--- config.mk ---
export PLATFORM = sky130hd
export DESIGN_NAME = bus_xfer_sequencer
export DESIGN_NICKNAME = d
export VERILOG_FILES = /design/src/rtl/bus_xfer_sequencer.sv
export SDC_FILE = /design/constraint.sdc
export NUM_CORES = 1
export LEC_CHECK = 0
export CORE_MARGIN = 2
export CORE_UTILIZATION = 35
export CTS_CLUSTER_SIZE = 16
export DETAILED_ROUTE_END_ITERATION = 6
export PLACE_DENSITY = 0.61
export SYNTH_ARGS = -nofsm -noshare
export SYNTH_HDL_FRONTEND = slang
export SYNTH_SLANG_ARGS = --single-unit
--- constraint.sdc ---
create_clock -name i_clk -period 2 [get_ports i_clk]
set_input_delay 0.3 -clock i_clk [delete_from_list [all_inputs] [get_ports i_clk]]
set_output_delay 0.3 -clock i_clk [all_outputs]
set_load 0.01 [all_outputs]
--- src/rtl/bus_xfer_sequencer.sv ---
`default_nettype none
// ============================================================================
//  Module   : bus_xfer_sequencer
//  Purpose  : Queues register-to-register move requests (src, dst) for a
//             shared register bus and issues one-hot bus-drive (o_reg_out)
//             and bus-latch (o_reg_in) enables. Each move takes two cycles:
//             a settle cycle (source drives only), then a latch cycle
//             (source drives, destination latches). At most one driver is
//             enabled per cycle.
//  Ports    : i_clk, i_rst (async, active-high)
//             i_req_valid / o_req_ready      request handshake (ready = !full)
//             i_req_src, i_req_dst           register indices of the move
//             o_reg_out, o_reg_in            one-hot drive / latch enables
//             o_xfer_done                    pulse in the latch cycle
//             o_req_err                      pulse for a dropped illegal move
//             o_busy                         queue non-empty or FSM active
//             o_xfer_count (XFER_COUNT_EN)   16-bit wrapping count of latches
//  Options  : define XFER_COUNT_EN to add the o_xfer_count output.
//  Revision : 1.0  initial release
// ============================================================================
module bus_xfer_sequencer #(
  parameter int NUM_REGS   = 8,
  parameter int IDX_W      = 3,
  parameter int FIFO_DEPTH = 4
) (
  input  logic                i_clk,
  input  logic                i_rst,
  input  logic                i_req_valid,
  output logic                o_req_ready,
  input  logic [IDX_W-1:0]    i_req_src,
  input  logic [IDX_W-1:0]    i_req_dst,
  output logic [NUM_REGS-1:0] o_reg_out,
  output logic [NUM_REGS-1:0] o_reg_in,
  output logic                o_xfer_done,
  output logic                o_req_err,
  output logic                o_busy
`ifdef XFER_COUNT_EN
  ,
  output logic [15:0]         o_xfer_count
`endif
);

  localparam int PTR_W = (FIFO_DEPTH > 1) ? $clog2(FIFO_DEPTH) : 1;
  localparam logic [PTR_W:0]    c_depth    = (PTR_W+1)'(FIFO_DEPTH);
  localparam logic [PTR_W:0]    c_cnt_one  = (PTR_W+1)'(1);
  localparam logic [PTR_W-1:0]  c_ptr_one  = PTR_W'(1);
  localparam logic [IDX_W:0]    c_num_regs = (IDX_W+1)'(NUM_REGS);
  localparam logic [NUM_REGS-1:0] c_one_hot = NUM_REGS'(1);

  typedef enum logic [1:0] {
    S_IDLE  = 2'd0,
    S_SETUP = 2'd1,
    S_XFER  = 2'd2
  } state_t;

  // Request queue
  logic [IDX_W-1:0] r_fifo_src [FIFO_DEPTH];
  logic [IDX_W-1:0] r_fifo_dst [FIFO_DEPTH];
  logic [PTR_W-1:0] r_wr_ptr;
  logic [PTR_W-1:0] r_rd_ptr;
  logic [PTR_W:0]   r_count;

  // Sequencer state and registered outputs
  state_t           r_state;
  logic [IDX_W-1:0] r_cur_src;
  logic [IDX_W-1:0] r_cur_dst;
  logic [NUM_REGS-1:0] r_reg_out;
  logic [NUM_REGS-1:0] r_reg_in;
  logic             r_xfer_done;
  logic             r_req_err;
  logic             r_busy;
  logic             r_req_ready;

  logic             w_hs;
  logic             w_illegal;
  logic             w_push;
  logic             w_pop;
  logic [PTR_W:0]   w_count_nxt;
  state_t           w_state_nxt;
  logic [IDX_W-1:0] w_src_nxt;
  logic [IDX_W-1:0] w_dst_nxt;
  logic [NUM_REGS-1:0] w_reg_out_nxt;
  logic [NUM_REGS-1:0] w_reg_in_nxt;
  logic             w_done_nxt;

  assign w_hs      = i_req_valid && r_req_ready;
  assign w_illegal = (i_req_src == i_req_dst) ||
                     ({1'b0, i_req_src} >= c_num_regs) ||
                     ({1'b0, i_req_dst} >= c_num_regs);
  assign w_push    = w_hs && !w_illegal;

  always_comb begin
    w_count_nxt = r_count;
    case ({w_push, w_pop})
      2'b10:   w_count_nxt = r_count + c_cnt_one;
      2'b01:   w_count_nxt = r_count - c_cnt_one;
      default: w_count_nxt = r_count;
    endcase
  end

  // Next state plus the output values that state will present. Outputs are
  // computed one cycle early so they can be driven straight from flops.
  always_comb begin
    w_state_nxt   = r_state;
    w_pop         = 1'b0;
    w_src_nxt     = r_cur_src;
    w_dst_nxt     = r_cur_dst;
    w_reg_out_nxt = '0;
    w_reg_in_nxt  = '0;
    w_done_nxt    = 1'b0;

    case (r_state)
      S_IDLE, S_XFER: begin
        if (r_count != '0) begin
          w_pop       = 1'b1;
          w_state_nxt = S_SETUP;
          w_src_nxt   = r_fifo_src[r_rd_ptr];
          w_dst_nxt   = r_fifo_dst[r_rd_ptr];
        end else begin
          w_state_nxt = S_IDLE;
        end
      end
      S_SETUP: w_state_nxt = S_XFER;
      default: w_state_nxt = S_IDLE;
    endcase

    case (w_state_nxt)
      S_SETUP: w_reg_out_nxt = c_one_hot << w_src_nxt;
      S_XFER: begin
        w_reg_out_nxt = c_one_hot << w_src_nxt;
        w_reg_in_nxt  = c_one_hot << w_dst_nxt;
        w_done_nxt    = 1'b1;
      end
      default: ;
    endcase
  end

  // Queue storage needs no reset; the pointers define what is valid.
  always_ff @(posedge i_clk) begin
    if (w_push) begin
      r_fifo_src[r_wr_ptr] <= i_req_src;
      r_fifo_dst[r_wr_ptr] <= i_req_dst;
    end
  end

  always_ff @(posedge i_clk or posedge i_rst) begin
    if (i_rst) begin
      r_wr_ptr    <= '0;
      r_rd_ptr    <= '0;
      r_count     <= '0;
      r_state     <= S_IDLE;
      r_cur_src   <= '0;
      r_cur_dst   <= '0;
      r_reg_out   <= '0;
      r_reg_in    <= '0;
      r_xfer_done <= 1'b0;
      r_req_err   <= 1'b0;
      r_busy      <= 1'b0;
      r_req_ready <= 1'b1;
    end else begin
      if (w_push) r_wr_ptr <= r_wr_ptr + c_ptr_one;
      if (w_pop)  r_rd_ptr <= r_rd_ptr + c_ptr_one;
      r_count     <= w_count_nxt;
      r_state     <= w_state_nxt;
      r_cur_src   <= w_src_nxt;
      r_cur_dst   <= w_dst_nxt;
      r_reg_out   <= w_reg_out_nxt;
      r_reg_in    <= w_reg_in_nxt;
      r_xfer_done <= w_done_nxt;
      r_req_err   <= w_hs && w_illegal;
      r_busy      <= (w_count_nxt != '0) || (w_state_nxt != S_IDLE);
      r_req_ready <= (w_count_nxt != c_depth);
    end
  end

`ifdef XFER_COUNT_EN
  logic [15:0] r_xfer_count;

  always_ff @(posedge i_clk or posedge i_rst) begin
    if (i_rst) begin
      r_xfer_count <= 16'd0;
    end else if (r_state == S_XFER) begin
      r_xfer_count <= r_xfer_count + 16'd1;
    end
  end

  assign o_xfer_count = r_xfer_count;
`endif

  assign o_req_ready = r_req_ready;
  assign o_reg_out   = r_reg_out;
  assign o_reg_in    = r_reg_in;
  assign o_xfer_done = r_xfer_done;
  assign o_req_err   = r_req_err;
  assign o_busy      = r_busy;

endmodule
`default_nettype wire

==> run metrics <==
PnR Total Power 4.79 mW; Netlist cell types 29; Slew Viols, Final 0; clock sink total 58; CTS tree yes; fin util 0.477; min cycle time layout 1.97 ns; Synth area leader dfrtp_1; Setup Skew 0.00534 ns; DR WL/cell 13.8 um; WP data arrival 2.22 ns; fillcell total 558; Post-DP HPWL 2.80 mm; Max FO, Critical Path 3; cts hold-fix bufs 0; die area 7150 sq um; syn_nets 159; Clock power frac 0.207; CTS max path bufs 2; worst slew pin tran 0.412 ns; Internal 3.18 mW; Final ANT Viol Nets 0; top post-synthesis cells by area dfrtp_1 (36%), edfxtp_1 (32%), mux2i_4 (4.0%); Setup Viol. Count Final 0; post-synthesis average cell area 15.8 sq um; layout cells sized above 1 0.277; Worst setup SP type register; register area 1570 sq um; Worst Hold Class in2async; number of H-tree levels 3; commonest cells after routing, fill and taps aside dfrtp_1 (33), edfxtp_1 (24), clkdlybuf4s50_1 (22), buf_4 (17); sequential share of the synthesized area 0.692; final hold vios 0; FF-to-FF Start r_count[2]; met2 global-route usage 0.199; global routing's busiest layer met2; Clk pin slew, worst setup/hold paths 0.06 ns; Max Cap Viol 0; pwr dens 1590 nW/um^2; Num CTS Buffers 9; core area 6310 sq um; RePlAce Congestion 0.712; WS Path Type reg2reg; Post-Route WL 3.84 mm; Row Count 29; Achievable Freq 0.508 GHz; sw frac 0.336; Remaining DRCs 0; Synth warnings 0; Initial DRC Count 40; DR vias 1302; Vias/cell 4.67; vias in the first global route 1378; Final period util 0.983; Synth Instances 144; FF+latch count, synth 58; Die X 84.6 um; maximum VDD drop 0.695 mV; NumNets Final 212; share of the synthesized area in the top cell type 0.363; Clk Latency, worst-skew pair 0.32 ns; CP required 2.25 ns; grt met1 use 0.145; I/O Buffers 28; Flop pwr share 0.376; RSZ-0062 raised after global routing yes; top_reg_cell synth dfrtp_1; Initial DRT Pass Iterations 4; initial antenna violation count 0; Sw Pwr 1.61 mW; Ports 29; most common cell after layout, fill and taps aside dfrtp_1; largest net degree at the start of global routing 35; status completed; total congestion overflow 0; R2R depth 10; worst setup path start r_count[2]; Post-synth EDFFs 24; GRT Total Usage 0.122; die height 84.6 um; Initial Utilization 0.360; Layout area overhead 32.7%; Comb power frac 0.417; CP Capture Type register; Multi-input gate area 687 sq um; Root Driver clkbuf_8; Async S/R FF share, synth 0.586; relative slew slack 0.725; synthesized cell area 2270 sq um; first-pass GRT wire length 6.58 mm; GR Util met3 0.0580; antenna cells 0; Leakage 1.25 nW
per-stage QoR:
step	cells	worst slack [ns]	setup TNS [ns]	hold WS, ns	area, sq um
final	279	0.0333	0	0.370	3010
after global routing	279	-0.0443	-0.0616	0.403	3010
after CTS	277	0.0279	0	0.375	2990
after detailed placement	260	-0.564	-1.83	0.488	2770
after global placement	260	-0.503	-1.55	0.473	2770
after floorplan	144	-0.0169	-0.0169	0.399	2320
cell type report:
class,count,share of cell area
clock buffer,14,0.0606
multi-input combinational,69,0.228
clock inverter,2,0.00332
sequential,58,0.522
timing repair buffer,45,0.133
inverter,14,0.0216
tap,77,0.0320
worst max-delay path, stage by stage, from the launching register on:
cell      delay, ns
dfrtp_1        0.36
nor3_1         0.05
or2_4          0.27
inv_12         0.06
ha_4           0.12
inv_2          0.03
fa_2           0.33
xor2_1         0.16
nor2_1         0.12
xor2_1         0.25
nand4b_1       0.15
power by group through the flow:
| stage | sequential [mW] | clock, mW | combinational (mW) |
|---|---|---|---|
| final | 1.80 | 0.993 | 2.00 |
| after CTS | 1.80 | 1.02 | 1.98 |
| after detailed placement | 1.82 | 0 | 1.95 |
| after global placement | 1.80 | 0 | 1.89 |
| after floorplan | 1.84 | 0 | 1.32 |
| after global routing | 1.84 | 1.08 | 2.19 |
path summary, 6_finish.rpt:
check                                    to  slack (ns)
max                                  o_busy        0.03
min                             o_reg_in[0]        0.37
max reg2reg                          o_busy        0.03
min reg2reg                    r_cur_src[2]        0.50
max in group asynchronous       o_req_ready        1.30
min in group i_clk         r_fifo_dst[0][2]        0.48
cell families (layout without fill, tap and decap cells):
| kind of cell | after synthesis | in the layout | share of synthesized area |
|---|---|---|---|
| and+or+nand+nor | 39 | 39 | 0.0842 |
| adders and majority gates | 6 | 6 | 0.0363 |
| DFF | 58 | 58 | 0.692 |
| buffers and inverters | 17 | 75 | 0.0330 |
| muxes | 11 | 11 | 0.107 |
| xor gates and xnor gates | 9 | 9 | 0.0347 |
| AOI/OAI and AO/OA | 4 | 4 | 0.0127 |
metal layers:
metal / part of all wire / routed length, um
met1: 0.41 / 1580
met2: 0.52 / 1980
met3: 0.069 / 264
met4: 0.0031 / 12
met5: 0 / 0
timing repair:
action | CTS | global route
gates resized for setup | 12 | 2
hold endpoints to repair | 0 | 0
endpoints found under the setup margin | 3 | 3
buffers inserted | 1 | 2
pin swaps | 4 | 1
sequential cells by signal, indices dropped and copies added, names as in the netlist:
register     count
r_fifo_src      12
r_cur_dst        3
r_wr_ptr         2
o_req_err        1
o_reg_out        8
o_req_ready      1
r_state          2
o_reg_in         8
r_cur_src        3
o_busy           1
r_count          3
r_rd_ptr         2
r_fifo_dst      12
cells in the mapped netlist (all sizes together) (2+ instances only):
library cell / n
dfrtp: 33
inv: 14
and2: 4
xnor2: 7
edfxtp: 24
clkbuf: 2
nand2: 12
mux2i: 5
nor2: 3
nor4: 4
mux4: 6
ha: 5
xor2: 2
nor3: 13
No activity file was read; power rests on OpenSTA's default activity.
==> RTL change, RTL diff (same settings) <==
Add a define of `XFER_COUNT_EN`.
--- a/src/rtl/bus_xfer_sequencer.sv
+++ b/src/rtl/bus_xfer_sequencer.sv
@@ -19,4 +19,6 @@
 //  Revision : 1.0  initial release
 // ============================================================================
+`define XFER_COUNT_EN
+
 module bus_xfer_sequencer #(
   parameter int NUM_REGS   = 8,
Formal check against the unedited RTL (old outputs only; new: o_xfer_count): equivalent (Yosys induction, for registers that start in step).
==> RTL change against the original RTL <==
Via count up 39%; routed wire length up 37%; sequential cell count up 16; clock power up 34%; design area up 34%; core utilization up 1.4 points; area after synthesis up 30%; hold slack worse by 0.12 ns; total power up 24%; final cell count up 41%; sequential power up 28%; setup slack better by 0.029 ns; sequential share of layout area down 3.3 points; critical endpoint unchanged; highest routed layer unchanged.
==> RTL change: results (changes against the original RTL) <==
stage;metric;value;unit;change
route;routed-wl-met2;2600;um;+31%
route;routed_wl;5270;um;+37%
clock_tree;clk_pin_slew;0.08;ns;+0.02 ns
worst_setup_path;cp.arrival;2.14;ns;-0.08 ns
yosys;synth_area_leaders;dfrtp_1 41%, edfxtp_1 24%, xnor2_1 5.6%;;
global_routing;globalRouteMet1Util;0.158;;+0.0134
route;drt-met1-wl;2340;um;+48%
global_routing;use_met2;0.208;;+0.00876
pwr;seqPwrFrac;0.387;;+0.011
global_routing;grtUsageMet3;0.0493;;-0.00868
yosys;synth_cells;202;;+40%
clock_tree;worstSkewPairLatency;0.34;ns;+0.02 ns
placed_design;place_hpwl;3980;um;+42%
yosys;syn-num-nets;218;;+37%
pwr;ir_drop;0.552;mV;-21%
placed_design;dpl_worst_slack;-0.610;ns;-0.0467 ns
clock_tree;cts_buffer_depth;2;;unchanged
yosys;yosysSeqAreaShare;0.666;;-0.0265
finish;layout.nets;299;;+41%
finish;layout.cells.non_filler;393;;+41%
worst_hold_path;hp-class;in -> async;;
yosys;async_flop_share;0.676;;+0.0895
timing;relSlewSlack;0.738;;+0.0124
yosys;ys_warn_count;0;;unchanged
global_routing;grt_pass1_vias;1791;;+30%
timing;finClkSkew;0.0119;ns;+0.00658 ns
pwr;power_switching;1960;uW;+22%
global_routing;grt_pass1_wl;8700;um;+32%
route;vias_per_cell;4.59;;-1.6%
yosys;synth_commonest_cells;49 x dfrtp_1, 24 x edfxtp_1, 19 x nand2_1, 19 x xnor2_1, 14 x nor3_1;;
placed_design;routabilityCongestion;0.703;;-1.2%
worst_setup_path;crit_fanout;3;;unchanged
yosys;synth.distinct_cells;34;;+17%
placed_design;numPortBuffers;44;;+57%
route;top_layer;met4;;
global_routing;track_usage;0.128;;+0.00562
route;drtIter0Drc;53;;+33%
worst_setup_path;r2r_start;o_req_ready$_DFF_PP1_;;
worst_setup_path;start_kind;register;;
global_routing;antenna_found_initial;0;;unchanged
run_status;status;finished, final reports clean;;
global_routing;grt_start_max_net_pins;20;;-43%
finish;drive_gt1_frac;0.243;;-0.0342
route;wl_met3;294;um;+11%
placed_design;post-place-cells;375;;+44%
pwr;leakagePower;0.00169;uW;+35%
pwr;comb_power;2310;uW;+15%
==> RTL change: area by class of cell <==
cell class                      instances  area [sq um]
Multi-Input combinational cell        110           970
Clock buffer                           11           153
Tap cell                              105           131
Clock inverter                          5          81.3
Inverter                               15          63.8
Sequential cell                        74          1970
Fill cell                             736          4180
Timing Repair Buffer                   73           663
==> RTL change: kinds of logic (layout without fill, tap and decap cells) <==
group / Yosys count / count (layout) / share of synthesized area
fa+ha+maj: 7 / 7 / 0.0321
flops: 74 / 74 / 0.666
simple gates: 63 / 63 / 0.106
compound gates: 4 / 4 / 0.00971
mux: 12 / 12 / 0.0882
xor+xnor: 24 / 24 / 0.0709
buf+inv: 18 / 104 / 0.0274
==> RTL change: path summary, 6_finish.rpt <==
kind	endpoint	slack, ns	cells past startpoint
max	o_busy$_DFF_PP0_	0.06	10
min	r_cur_src[2]$_DFF_PP0_	0.25	2
max reg2reg	o_busy$_DFF_PP0_	0.06	10
min reg2reg	o_xfer_count[15]$_DFFE_PP0N_	0.48	1
max in group asynchronous	o_req_ready$_DFF_PP1_	1.19	3
min in group i_clk	r_fifo_dst[2][0]$_DFFE_PP_	0.43	2
==> RTL change: critical path, stage by stage, from the launching register on <==
cell and delay, ns:
dfstp_2 0.57, nand2_4 0.06, a31oi_4 0.15, inv_2 0.07
ha_4 0.16, inv_2 0.05, fa_2 0.19, xor2_1 0.15
nor2_1 0.08, xor2_1 0.15, nand4b_1 0.18
==> RTL change: stage by stage <==
stage / power [uW] / util / instance area [sq um]
finish: 5940 / 0.491 / 4040
detailed placement: 4610 / 0.458 / 3760
global route: 6310 / 0.491 / 4040
CTS: 5980 / 0.489 / 4020
floorplan: 3700 / - / 3000
global placement: 4550 / 0.458 / 3760
